==> config.mk <==
export PLATFORM = sky130hd
export DESIGN_NAME = timebase_gen_flat
export DESIGN_NICKNAME = d
export VERILOG_FILES = /design/src/rtl/timebase_if.sv /design/src/rtl/timebase_gen.sv /design/src/flat_wrapper.sv
export SDC_FILE = /design/constraint.sdc
export NUM_CORES = 1
export LEC_CHECK = 0
export ABC_AREA = 1
export CAP_MARGIN = 15
export CORE_MARGIN = 2
export CORE_UTILIZATION = 56
export CTS_CLUSTER_SIZE = 14
export DETAILED_ROUTE_END_ITERATION = 12
export PLACE_DENSITY_LB_ADDON = 0.2
export REMOVE_ABC_BUFFERS = 1
export SETUP_SLACK_MARGIN = 0.5
export SLEW_MARGIN = 20
export SYNTH_ARGS = -nofsm -noshare
export SYNTH_HDL_FRONTEND = slang
export SYNTH_SLANG_ARGS = --single-unit
==> constraint.sdc <==
create_clock -name clock -period 2.7 [get_ports clock]
set_clock_uncertainty 0.1 [all_clocks]
set_input_delay 0.54 -clock clock [delete_from_list [all_inputs] [get_ports clock]]
set_output_delay 0.54 -clock clock [all_outputs]
set_load 0.01 [all_outputs]
==> src/rtl/timebase_if.sv <==
// Peripheral-bus request/response bundle for the timebase generator.
interface timebase_if;
    logic        timebase_valid;
    logic [7:0]  timebase_addr;
    logic [31:0] timebase_wdata;
    logic [3:0]  timebase_wstrb;
    logic [31:0] timebase_rdata;
    logic        timebase_ready;

    modport master (
        output timebase_valid, timebase_addr, timebase_wdata, timebase_wstrb,
        input  timebase_rdata, timebase_ready
    );

    modport slave (
        input  timebase_valid, timebase_addr, timebase_wdata, timebase_wstrb,
        output timebase_rdata, timebase_ready
    );
endinterface

==> src/rtl/timebase_gen.sv <==
// Multi-channel programmable tick / square-wave clock-enable generator.
// Pending/mask interrupt logic is built only when TIMEBASE_IRQ_EN is defined.
module timebase_gen #(
    parameter int unsigned CHANNELS = 2,
    parameter int unsigned DIV_WIDTH = 16,
    parameter logic [CHANNELS*DIV_WIDTH-1:0] DIV_RESET = {16'd216, 16'd380},
    parameter logic [CHANNELS-1:0] EN_RESET = {CHANNELS{1'b1}}
) (
    input  logic                clock,
    input  logic                reset,
    timebase_if.slave           bus,
    output logic [CHANNELS-1:0] tick_o,
    output logic [CHANNELS-1:0] square_o,
    output logic                irq_o
);

    localparam int unsigned CW = DIV_WIDTH;

    logic [CW-1:0]       cnt_q [CHANNELS];
    logic [CW-1:0]       cnt_d [CHANNELS];
    logic [CW-1:0]       div_q [CHANNELS];
    logic [CW-1:0]       div_d [CHANNELS];
    logic [CHANNELS-1:0] en_q, en_d;
    logic [CHANNELS-1:0] tick_q, tick_d;
    logic [CHANNELS-1:0] sq_q, sq_d;
    logic [CHANNELS-1:0] div_wr;
    logic                ready_q, ready_d;
    logic [31:0]         rdata_q, rdata_d;
    logic                req, wr;
    logic [5:0]          idx;
    logic [31:0]         bm;
    logic                unused_bits;
`ifdef TIMEBASE_IRQ_EN
    logic [CHANNELS-1:0] pend_q, pend_d;
    logic [CHANNELS-1:0] mask_q, mask_d;
    logic                irq_q, irq_d;
`endif

    // A request is taken once; the ready cycle itself never re-triggers it.
    assign req = bus.timebase_valid && !ready_q;
    assign wr  = req && (bus.timebase_wstrb != 4'b0);
    assign idx = bus.timebase_addr[7:2];
    assign bm  = {{8{bus.timebase_wstrb[3]}}, {8{bus.timebase_wstrb[2]}},
                  {8{bus.timebase_wstrb[1]}}, {8{bus.timebase_wstrb[0]}}};
    assign unused_bits = ^{bus.timebase_addr[1:0], bus.timebase_wdata};

    always_comb begin
        rdata_d = '0;
        if (req && !wr) begin
            if (idx == 6'd0) begin
                rdata_d[CHANNELS-1:0] = en_q;
`ifdef TIMEBASE_IRQ_EN
                rdata_d[16 +: CHANNELS] = mask_q;
`endif
            end
`ifdef TIMEBASE_IRQ_EN
            if (idx == 6'd1)
                rdata_d[CHANNELS-1:0] = pend_q;
`endif
            for (int i = 0; i < CHANNELS; i++)
                if (idx == 6'(i + 2))
                    rdata_d[CW-1:0] = div_q[i];
        end
    end

    always_comb begin
        en_d   = en_q;
        div_wr = '0;
        for (int i = 0; i < CHANNELS; i++)
            div_d[i] = div_q[i];
        if (wr && idx == 6'd0)
            for (int i = 0; i < CHANNELS; i++)
                if (bm[i])
                    en_d[i] = bus.timebase_wdata[i];
        for (int i = 0; i < CHANNELS; i++)
            if (wr && idx == 6'(i + 2)) begin
                div_wr[i] = 1'b1;
                for (int b = 0; b < CW; b++)
                    if (bm[b])
                        div_d[i][b] = bus.timebase_wdata[b];
            end
    end

    // The next enable gates the counter so a disabling write suppresses the tick.
    always_comb begin
        for (int i = 0; i < CHANNELS; i++) begin
            cnt_d[i]  = cnt_q[i];
            tick_d[i] = 1'b0;
            sq_d[i]   = sq_q[i];
            if (!en_d[i]) begin
                cnt_d[i] = '0;
                sq_d[i]  = 1'b0;
            end else if (en_q[i]) begin
                if (cnt_q[i] == div_q[i]) begin
                    cnt_d[i]  = '0;
                    tick_d[i] = 1'b1;
                    sq_d[i]   = ~sq_q[i];
                end else begin
                    cnt_d[i] = cnt_q[i] + CW'(1);
                end
                if (div_wr[i])
                    cnt_d[i] = '0;
            end
        end
    end

    assign ready_d = req;

`ifdef TIMEBASE_IRQ_EN
    always_comb begin
        mask_d = mask_q;
        pend_d = pend_q;
        if (wr && idx == 6'd0)
            for (int i = 0; i < CHANNELS; i++)
                if (bm[16 + i])
                    mask_d[i] = bus.timebase_wdata[16 + i];
        if (wr && idx == 6'd1)
            pend_d = pend_q & ~(bus.timebase_wdata[CHANNELS-1:0] &
                                bm[CHANNELS-1:0]);
        // A tick in the same cycle as a clear wins.
        pend_d = pend_d | tick_d;
        irq_d  = |(pend_d & mask_d);
    end
`endif

    always_ff @(posedge clock or negedge reset) begin
        if (!reset) begin
            for (int i = 0; i < CHANNELS; i++) begin
                cnt_q[i] <= '0;
                div_q[i] <= DIV_RESET[i*CW +: CW];
            end
            en_q    <= EN_RESET;
            tick_q  <= '0;
            sq_q    <= '0;
            ready_q <= 1'b0;
            rdata_q <= '0;
`ifdef TIMEBASE_IRQ_EN
            pend_q  <= '0;
            mask_q  <= '0;
            irq_q   <= 1'b0;
`endif
        end else begin
            for (int i = 0; i < CHANNELS; i++) begin
                cnt_q[i] <= cnt_d[i];
                div_q[i] <= div_d[i];
            end
            en_q    <= en_d;
            tick_q  <= tick_d;
            sq_q    <= sq_d;
            ready_q <= ready_d;
            rdata_q <= rdata_d;
`ifdef TIMEBASE_IRQ_EN
            pend_q  <= pend_d;
            mask_q  <= mask_d;
            irq_q   <= irq_d;
`endif
        end
    end

    assign bus.timebase_ready = ready_q;
    assign bus.timebase_rdata = rdata_q;
    assign tick_o   = tick_q;
    assign square_o = sq_q;
`ifdef TIMEBASE_IRQ_EN
    assign irq_o = irq_q;
`else
    assign irq_o = 1'b0;
`endif

endmodule

==> src/flat_wrapper.sv <==
// flat-port wrapper written by rule: the top's interface ports become plain ports
module timebase_gen_flat 
#(
    parameter int unsigned CHANNELS = 2,
    parameter int unsigned DIV_WIDTH = 16,
    parameter logic [CHANNELS*DIV_WIDTH-1:0] DIV_RESET = {16'd216, 16'd380},
    parameter logic [CHANNELS-1:0] EN_RESET = {CHANNELS{1'b1}}
)
  (clock, reset, tick_o, square_o, irq_o, bus_timebase_valid, bus_timebase_addr, bus_timebase_wdata, bus_timebase_wstrb, bus_timebase_rdata, bus_timebase_ready);
  timebase_if bus_i ();
  input  logic clock;
  input  logic reset;
  output logic [CHANNELS-1:0] tick_o;
  output logic [CHANNELS-1:0] square_o;
  output logic irq_o;
  input wire logic [$bits(bus_i.timebase_valid)-1:0] bus_timebase_valid;
  input wire logic [$bits(bus_i.timebase_addr)-1:0] bus_timebase_addr;
  input wire logic [$bits(bus_i.timebase_wdata)-1:0] bus_timebase_wdata;
  input wire logic [$bits(bus_i.timebase_wstrb)-1:0] bus_timebase_wstrb;
  output wire logic [$bits(bus_i.timebase_rdata)-1:0] bus_timebase_rdata;
  output wire logic [$bits(bus_i.timebase_ready)-1:0] bus_timebase_ready;
  assign bus_i.timebase_valid = bus_timebase_valid;
  assign bus_i.timebase_addr = bus_timebase_addr;
  assign bus_i.timebase_wdata = bus_timebase_wdata;
  assign bus_i.timebase_wstrb = bus_timebase_wstrb;
  assign bus_timebase_rdata = bus_i.timebase_rdata;
  assign bus_timebase_ready = bus_i.timebase_ready;
  timebase_gen #(.CHANNELS(CHANNELS), .DIV_WIDTH(DIV_WIDTH), .DIV_RESET(DIV_RESET), .EN_RESET(EN_RESET)) u_core (.clock(clock), .reset(reset), .bus(bus_i), .tick_o(tick_o), .square_o(square_o), .irq_o(irq_o));
endmodule
==> impl_metrics.tcl, run 1 <==
set metrics [dict create \
    status "finished clean" \
    crit_required_ns 2.88 \
    max_freq_ghz 0.4881 \
    setup.worst_path.start_class "primary input" \
    max-cap-violations 0 \
    postLayoutCellArea_um2 5833 \
    grt_max_degree 39 \
    place_congestion 0.9606 \
    die_h_um 99.19 \
    synth-seq-cells 87 \
    finalNetCount 807 \
    synth.avg_cell_area_um2 7.207 \
    antenna_found_initial 0 \
    syn_inst 704 \
    met1Wirelength_um 5260 \
    post_drt_via_cell_ratio 5.163 \
    wl_per_cell_um 13.48 \
    setup_viol 0 \
    antenna_left 0 \
    dr_wl_met2_um 5624 \
    tns_ns 0 \
    grt_pass1_vias 4229 \
    diodes 0 \
    place_hpwl_um 8762 \
    firstDrtPassIters 5 \
    synth_warnings 0 \
    critPathKind "primary input to flop" \
    syn_area_um2 5074 \
    cts_sinks 87 \
    synth_ff_type "dfrtp_1" \
    worstPathMaxFanout 7 \
    grt_pass1_wl_um 19820 \
    die_area_um2 9838 \
    post-route-period-util_pct 75.88 \
    p_leak_nw 2.824 \
    layout-drive-gt1-share_pct 11.93 \
    overflow 0 \
    vias 4497 \
    rows 34 \
    slew_violations 0 \
    hold_path.class "primary input to asynchronous set/reset pin" \
    power.density_nw_per_um2 526.9 \
    synth_edf_count 0 \
    route.detailed.drc 0 \
    synth.yosys.seq_area_share_pct 43.21 \
    cp.arrival_ns 2.23 \
    ctsHoldBuffers 0 \
    synth_cell_type_count 34 \
    io_pins 85 \
    met3_length_um 578 \
    start_util_pct 57.90 \
    endpoint_kind "flop" \
    hold_viol 0 \
    area_delta_synth_final_pct 14.97 \
    rsz0062_at_grt "false" \
    cts_made_buffers 9 \
    port_buffers 49 \
    top_layer "met4" \
    max_slew_margin_pct 64.37 \
    grt.total_usage_pct 25.11 \
    peakVddDrop_uv 401.9 \
    worst_pin_slew_ns 0.5339 \
    first_iter_violations 257 \
    post_dp_cell_area_um2 5618 \
    period_needed_ns 2.049 \
    die_w_um 99.19 \
    clock_path_buffers 2 \
    synthArstFlopShare_pct 100.0 \
    htreeDepth 3 \
    fill_cells 746 \
    clock-root-buffer "clkbuf_8" \
    cts_tree "done" \
    wl_um 11750 \
    core-area_um2 8763 \
    clk_pin_slew_ns 0.09 \
    clk_latency_ns 0.35 \
]
## registers in the layout (all words and copies together), names as in the netlist
signal and flops:
u_core.div_q 32, u_core.en_q 2, u_core.cnt_q 32, u_core.bus.timebase_rdata 16, u_core.tick_o 2, u_core.bus.timebase_ready 1
u_core.square_o 2
## per-stage QoR
step / setup WS (ns) / power, mW / instances / util [%] / hold slack [ns]
final: 0.6511 / 3.073 / 871 / 66.56 / 0.04805
after global routing: 0.5394 / 3.244 / 871 / 66.56 / 0.07617
after CTS: 0.5653 / 3.085 / 871 / 66.48 / 0.06667
after detailed placement: 0.2069 / 2.114 / 855 / 64.11 / 0.3832
after global placement: 0.2589 / 2.093 / 855 / 64.11 / 0.3796
after floorplan: 0.8351 / 1.892 / 690 / - / 0.1444
## worst max-delay path, cell delays in order
cell,delay (ns)
clkdlybuf4s50_1,0.51
nor2_1,0.23
nand2_1,0.12
nand2_2,0.12
inv_2,0.06
nand2_2,0.14
o21ai_0,0.10
or2_2,0.29
o21ai_2,0.12
## routing by layer
layer / vias to the layer above / GRT usage (%)
met5: - / 0
met4: 0 / 8.957
met3: 26 / 3.725
met2: 129 / 41.27
met1: 2077 / 34.12
li1: 2265 / -
## path summary, 6_finish.rpt
kind | start | to | slack (ns) | depth (start not counted)
hold reg to reg | u_core.div_q[24]$_DFFE_PN1P_ | u_core.div_q[24]$_DFFE_PN1P_ | 0.40 | 2
setup / recovery | bus_timebase_wstrb[1] | u_core.cnt_q[30]$_DFFE_PN0P_ | 0.65 | 9
hold / removal | reset | u_core.cnt_q[18]$_DFFE_PN0P_ | 0.05 | 1
setup reg to reg | u_core.div_q[3]$_DFFE_PN1P_ | u_core.cnt_q[13]$_DFFE_PN0P_ | 0.85 | 11
min in group clock | u_core.div_q[24]$_DFFE_PN1P_ | u_core.div_q[24]$_DFFE_PN1P_ | 0.40 | 2
max in group asynchronous | reset | u_core.en_q[1]$_DFF_PN1_ | 1.82 | 2
## cells in the final DEF, fill, tap and decap left out, types with 14 or more instances in the layout
| cell type | n |
|---|---|
| a21oi_1 | 29 |
| clkdlybuf4s50_1 | 48 |
| conb_1 | 17 |
| dfrtp_1 | 75 |
| inv_1 | 89 |
| nand2_1 | 235 |
| nand2_2 | 20 |
| nand3_1 | 30 |
| nor2_1 | 61 |
| o21ai_0 | 34 |
| o21ai_1 | 14 |
## cell usage after synthesis, types with 2 or more instances
| cell type | number | area (µm²) |
|---|---|---|
| inv_1 | 89 | 334.1 |
| ha_1 | 2 | 25.02 |
| inv_2 | 9 | 33.78 |
| nand2_2 | 19 | 118.9 |
| dfrtp_1 | 75 | 1877 |
| nor2_4 | 6 | 67.56 |
| nor2_1 | 61 | 229.0 |
| nor2_2 | 6 | 37.54 |
| nand4_1 | 12 | 75.07 |
| nand2_1 | 236 | 885.9 |
| buf_4 | 17 | 127.6 |
| buf_2 | 9 | 45.04 |
| nand3_2 | 2 | 20.02 |
| dfstp_2 | 12 | 315.3 |
| o21ai_2 | 8 | 70.07 |
| o21ai_1 | 14 | 70.07 |
| o21ai_0 | 34 | 170.2 |
| o22ai_1 | 3 | 18.77 |
| nor3_1 | 8 | 40.04 |
| a21oi_1 | 29 | 145.1 |
| nand3_1 | 30 | 150.1 |
| xor2_1 | 10 | 87.58 |
| or2_2 | 2 | 12.51 |
## layout make-up
cell class	instances	area (µm²)	share of cell area, %
inverter	99	374.1	6.414
clock buffer	13	138.9	2.381
sequential	87	2192	37.58
timing repair buffer	57	560.5	9.610
multi-input combinational	504	2364	40.52
tap	108	135.1	2.317
clock inverter	3	68.82	1.180
## power by group
| group | switching (mW) | leakage [nW] | internal [mW] |
|---|---|---|---|
| logic | 0.348 | 1.57 | 0.235 |
| registers | 0.109 | 1.16 | 1.40 |
| clock network | 0.453 | 0.102 | 0.526 |
| total | 0.910 | 2.82 | 2.16 |
## kinds of logic after synthesis
logic type,after synthesis,synth area share (%)
AND/OR/NAND/NOR,386,33.46
flip-flops,87,43.21
other,1,0.07391
XOR/XNOR,10,1.726
adder cells (fa/ha/maj),2,0.4931
buffers and inverters,129,11.54
AO/OA/AOI/OAI,89,9.495
## repair_timing
item / CTS / global route
setup buffers: 0 / 0
setup endpoints to repair: 0 / 6
gates resized for setup: 0 / 2
(Power assumes the default switching activity.)
==> inputs of run 2 (changes only) <==
CORE_UTILIZATION = 54   (was 56)
clock period = 1.95 ns   (was 2.7 ns; I/O delays follow)
==> run 2 against run 1 <==
  * Register-to-register slack got worse by 0.72 ns
  * Worst setup slack worse by 0.52 ns
  * Core utilization increased by 9.9 points
  * Critical path depth grew 2
  * Clock power is 35% higher
  * Sequential share of layout area down 6.2 points
  * Worst hold slack better by 0.34 ns
  * Combinational power rose by 140%
  * Sequential cell count did not move
  * Global-route usage grew 5.5 points
==> impl_metrics.tcl, run 2 (synthesized netlist as in run 1, its figures left out) <==
set metrics [dict create \
    status "finished clean" \
    max_freq_ghz 0.5509 \
    route.detailed.drc 0 \
    post_drt_via_cell_ratio 5.589 \
    clock_path_buffers 2 \
    r2r_cells 11 \
    worstPathMaxFanout 6 \
    final_core_util_pct 76.49 \
    crit_required_ns 2.10 \
    finalNonFillerCells 944 \
    final_common_cell "nand2_1" \
    clk_pin_slew_ns 0.10 \
    hold_viol 0 \
    clk_latency_ns 0.37 \
    rrSetupSlack_ns 0.13 \
    start_util_pct 55.17 \
    layout_common_cells "208 x nand2_1, 85 x inv_1, 65 x dfrtp_1" \
    post-route-period-util_pct 93.09 \
    critPathKind "flop to flop" \
    grt.total_usage_pct 30.57 \
    core-area_um2 9196 \
    p_sw_mw 1.673 \
    max-cap-violations 0 \
    vias 5276 \
    wl_per_cell_um 17.78 \
    setup.worst_path.start_class "flop" \
    grt_max_degree 29 \
    setup_viol 0 \
    die_w_um 100.9 \
    wl_um 16780 \
    place_hpwl_um 9547 \
    htreeDepth 3 \
    endpoint_kind "flop" \
    overflow 0 \
    cts_tree "done" \
    finalNetCount 877 \
    peakVddDrop_uv 696.8 \
    grt_pass1_vias 4948 \
    power.density_nw_per_um2 689.5 \
    rsz0062_at_grt "true" \
    fin_total_pwr_mw 4.850 \
    die_h_um 100.9 \
    clock-root-buffer "clkbuf_8" \
    period_needed_ns 1.815 \
    port_buffers 49 \
    multiInputGateArea_um2 2950 \
    dp_cells 888 \
    io_pins 85 \
    cts_made_buffers 9 \
    place_congestion 0.9411 \
    antenna_left 0 \
    p_sw_share_pct 34.49 \
    r2r_end "u_core.square_o[0]$_DFFE_PN0P_" \
    combPwrFrac_pct 29.0 \
    grt_pass1_wl_um 24030 \
    die_area_um2 10190 \
    slew_violations 0 \
    internal_power_mw 3.177 \
    layout-drive-gt1-share_pct 34.81 \
    rows 35 \
    diodes 0 \
    antenna_found_initial 0 \
    area_delta_synth_final_pct 38.64 \
    seqCellArea_um2 2205 \
    hold_path.class "primary input to asynchronous set/reset pin" \
    first_iter_violations 412 \
    pwr-share-clk_pct 27.2 \
    firstDrtPassIters 7 \
    rr_startpoint "u_core.bus.timebase_ready$_DFF_PN0_" \
    cts_sinks 87 \
    p_leak_nw 3.479 \
    pwr-share-seq_pct 43.8 \
    fill_cells 589 \
    cp.arrival_ns 1.97 \
]
==> run 2: worst max path at each step <==
stage / from / to / depth (start not counted)
2_1_floorplan: u_core.bus.timebase_ready$_DFF_PN0_ / u_core.cnt_q[2]$_DFFE_PN0P_ / 8
3_3_place_gp: bus_timebase_addr[7] / u_core.cnt_q[9]$_DFFE_PN0P_ / 12
3_5_place_dp: bus_timebase_addr[5] / u_core.cnt_q[12]$_DFFE_PN0P_ / 12
4_1_cts: u_core.bus.timebase_ready$_DFF_PN0_ / u_core.cnt_q[26]$_DFFE_PN0P_ / 10
5_1_grt: u_core.div_q[26]$_DFFE_PN0P_ / u_core.square_o[0]$_DFFE_PN0P_ / 11
6_report: u_core.bus.timebase_ready$_DFF_PN0_ / u_core.square_o[0]$_DFFE_PN0P_ / 11
==> run 2: what timing repair did <==
item                       in CTS  in global routing
hold endpoints to repair       22                  0
setup endpoints to repair     106                 79
resized for setup             193                117
buffers inserted               18                 14
hold buffers                    1                  0
gates cloned                    7                  0
pin swaps                      32                 34
==> run 2: area by class of cell <==
| cell class | count | share of cell area, % |
|---|---|---|
| clock inverters | 5 | 0.8182 |
| inverters | 99 | 5.639 |
| repair inverters | 1 | 0.2312 |
| flip-flops and latches | 87 | 31.34 |
| clock buffers | 11 | 2.010 |
| well taps | 111 | 1.974 |
| repair buffers | 122 | 16.04 |
| multi-input cells | 508 | 41.94 |
==> run 2: worst max-delay path: stages, from the launching register on <==
cell and delay, ns:
dfrtp_1 0.41, inv_2 0.08, nand2_4 0.07, nor2_2 0.17, nand2_2 0.14, nor2_4 0.19, nor2_8 0.10, buf_6 0.13
nand2_4 0.10, nand2_1 0.06, nand2_1 0.08, nand2_1 0.07
==> run 2: power groups by stage <==
stage / logic [mW] / registers (mW) / clock network [mW]
after floorplan: 0.527 / 2.09 / 0
after global routing: 1.52 / 2.14 / 1.42
after detailed placement: 0.886 / 2.12 / 0
after CTS: 1.15 / 2.08 / 1.31
after global placement: 0.858 / 2.12 / 0
final: 1.41 / 2.12 / 1.32
==> run 2: metal layers <==
| layer | wire [µm] | vias to the layer above | track usage [%] |
|---|---|---|---|
| met3 | 1045 | 81 | 4.369 |
| met5 | 0 | - | 0 |
| li1 | - | 2406 | - |
| met1 | 6219 | 2512 | 36.70 |
| met2 | 8639 | 277 | 52.51 |
| met4 | 880 | 0 | 17.26 |
==> run 2: stage by stage <==
| stage | cell area (µm²) | hold WS (ns) | worst slack [ns] | TNS [ns] |
|---|---|---|---|---|
| floorplan | 4922 | -0.005591 | 0.2239 | 0 |
| global route | 7034 | 0.4111 | 0.06961 | 0 |
| CTS | 6551 | 0.4006 | 0.2945 | 0 |
| detailed placement | 5884 | 0.2463 | -0.2754 | -14.44 |
| finish | 7034 | 0.3929 | 0.1347 | 0 |
| global placement | 5884 | 0.2453 | -0.2008 | -9.656 |
==> inputs of run 3 (changes only) <==
PLACE_DENSITY = 0.87   (was unset)
PLACE_DENSITY_LB_ADDON = unset   (was 0.2)
==> run 3 against run 2 <==
  * Die area did not move
  * Largest cell class unchanged
  * First-iteration DRC count rose by 110%
  * Count of clock-buffer cells in the layout fell by 1
  * Global-route usage rose by 1.9 points
  * Worst hold slack improved by 0.033 ns
  * The flow now finishes with violations (setup timing)
  * Critical path type unchanged
  * Core utilization rose by 5.4 points
==> impl_metrics.tcl, run 3 (synthesized netlist as in run 1, its figures left out) <==
set metrics [dict create \
    port_buffers 49 \
    htreeDepth 3 \
    crit_required_ns 2.13 \
    finalNonFillerCells 967 \
    max_slew_margin_pct 63.60 \
    max-cap-violations 0 \
    worst_pin_slew_ns 0.5460 \
    period_needed_ns 2.026 \
    clk_pin_slew_ns 0.10 \
    clk_latency_ns 0.40 \
    rows 35 \
    wl_um 22840 \
    post-route-period-util_pct 103.9 \
    place_hpwl_um 9491 \
    slew_violations 0 \
    finalNetCount 900 \
    worstPathMaxFanout 7 \
    cts_made_buffers 9 \
    hold_viol 0 \
    final_common_cell "nand2_1" \
    hold_ws_ns 0.4257 \
    clock_path_buffers 2 \
    combPwrFrac_pct 30.7 \
    setup_viol 2 \
    dr_wl_met2_um 10430 \
    setup.worst_path.start_class "flop" \
    route.detailed.drc 0 \
    crit_top_cell "nand2_1" \
    clock-root-buffer "clkbuf_8" \
    hold_path.class "primary input to asynchronous set/reset pin" \
    die_h_um 100.9 \
    cp_slowest_cell "dfstp_2" \
    p_sw_mw 1.916 \
    area_delta_synth_final_pct 48.36 \
    critPathKind "flop to flop" \
    post_drt_via_cell_ratio 6.539 \
    met1Wirelength_um 7264 \
    layout_common_cells "198 x nand2_1, 82 x inv_1, 65 x dfrtp_1" \
    endpoint_kind "flop" \
    grt_max_degree 39 \
    violations "setup timing" \
    crit_chain "inv_1 -> nand2_1 -> nand2_1 -> nor2_1 -> nand2_1 -> nor2_2 -> nand2_4 -> nand2_4 -> nand2_1 -> nand2_1 -> nand2_1" \
    tns_ns -0.08666 \
    grt_pass1_wl_um 25550 \
    place_congestion 0.9292 \
    antenna_left 0 \
    dp_cells 883 \
    overflow 0 \
    internal_power_mw 3.357 \
    r2r_cells 11 \
    layout-drive-gt1-share_pct 39.02 \
    die_area_um2 10190 \
    p_sw_share_pct 36.34 \
    max_freq_ghz 0.4935 \
    pwr-share-clk_pct 28.2 \
    p_leak_nw 3.655 \
    vias 6323 \
    wl_per_cell_um 23.62 \
    start_util_pct 55.17 \
    grt.total_usage_pct 32.52 \
    power.density_nw_per_um2 700.6 \
    cts_sinks 87 \
    pwr-share-seq_pct 41.0 \
    met3_length_um 2852 \
    die_w_um 100.9 \
    cpPeakStageDelay_ns 0.61 \
    antenna_found_initial 0 \
    peakVddDrop_uv 676.6 \
    status "finished, violations left" \
    top_layer "met4" \
    core-area_um2 9196 \
    firstDrtPassIters 7 \
    cts_tree "done" \
    layout_setup_ws_ns -0.07619 \
    final_core_util_pct 81.85 \
    first_iter_violations 865 \
    rsz0062_at_grt "true" \
    cp.arrival_ns 2.20 \
    io_pins 85 \
    diodes 0 \
    grt_pass1_vias 5424 \
]
==> run 3: repair_timing <==
| item | 4_1_cts | 5_1_grt |
|---|---|---|
| cloned | 4 | 7 |
| resized for setup | 176 | 184 |
| setup endpoints to repair | 106 | 95 |
| buffers inserted | 30 | 26 |
| hold buffers | 1 | 0 |
| pin swaps | 41 | 47 |
| endpoints found under the hold margin | 25 | 0 |
==> run 3: stage by stage <==
| step | total power, mW | instance area, µm² | worst slack [ns] |
|---|---|---|---|
| after floorplan | 2.620 | 4922 | 0.2239 |
| after global placement | 2.940 | 5822 | -0.1610 |
| after detailed placement | 2.981 | 5822 | -0.2565 |
| after CTS | 4.644 | 6693 | 0.2617 |
| after global routing | 5.393 | 7527 | -0.07163 |
| final | 5.273 | 7527 | -0.07619 |
==> run 3: path summary, 6_finish.rpt <==
check                                        startpoint                        endpoint  slack (ns)
setup / recovery           u_core.div_q[22]$_DFFE_PN1P_  u_core.square_o[0]$_DFFE_PN0P_       -0.08
max in group asynchronous                         reset        u_core.en_q[1]$_DFF_PN1_        0.67
min in group clock         u_core.div_q[22]$_DFFE_PN1P_    u_core.div_q[22]$_DFFE_PN1P_        0.43
setup reg to reg           u_core.div_q[22]$_DFFE_PN1P_  u_core.square_o[0]$_DFFE_PN0P_       -0.08
hold / removal                                    reset     u_core.div_q[5]$_DFFE_PN0P_        0.43
hold reg to reg            u_core.div_q[22]$_DFFE_PN1P_    u_core.div_q[22]$_DFFE_PN1P_        0.43
==> run 3: critical path: cells and delay by family (launching register included) <==
family / cells / cell delay (ns)
simple gates: 10 / 1.12
flops: 1 / 0.61
buf+inv: 1 / 0.07
==> run 3: per-layer routing <==
| layer | vias to the layer above | global-route usage, % |
|---|---|---|
| met5 | - | 0 |
| met4 | 0 | 20.48 |
| met3 | 260 | 6.588 |
| met2 | 670 | 56.67 |
| met1 | 2935 | 36.19 |
| li1 | 2458 | - |
==> run 3: area by class of cell <==
class                   instances  area [µm²]
fillers                       457        1669
repair inverters                1       8.758
repair buffers                144        1414
clock buffers                  10       127.6
multi-input cells             509        3143
well taps                     111       138.9
inverters                      99       400.4
flip-flops and latches         87        2208
clock inverters                 6       86.33
==> run 3: power by group through the flow <==
stage,combinational [mW],sequential [mW],clock (mW)
6_report,1.62,2.16,1.49
5_1_grt,1.70,2.17,1.53
4_1_cts,1.16,2.09,1.39
3_5_place_dp,0.857,2.12,0
3_3_place_gp,0.825,2.11,0
2_1_floorplan,0.527,2.09,0
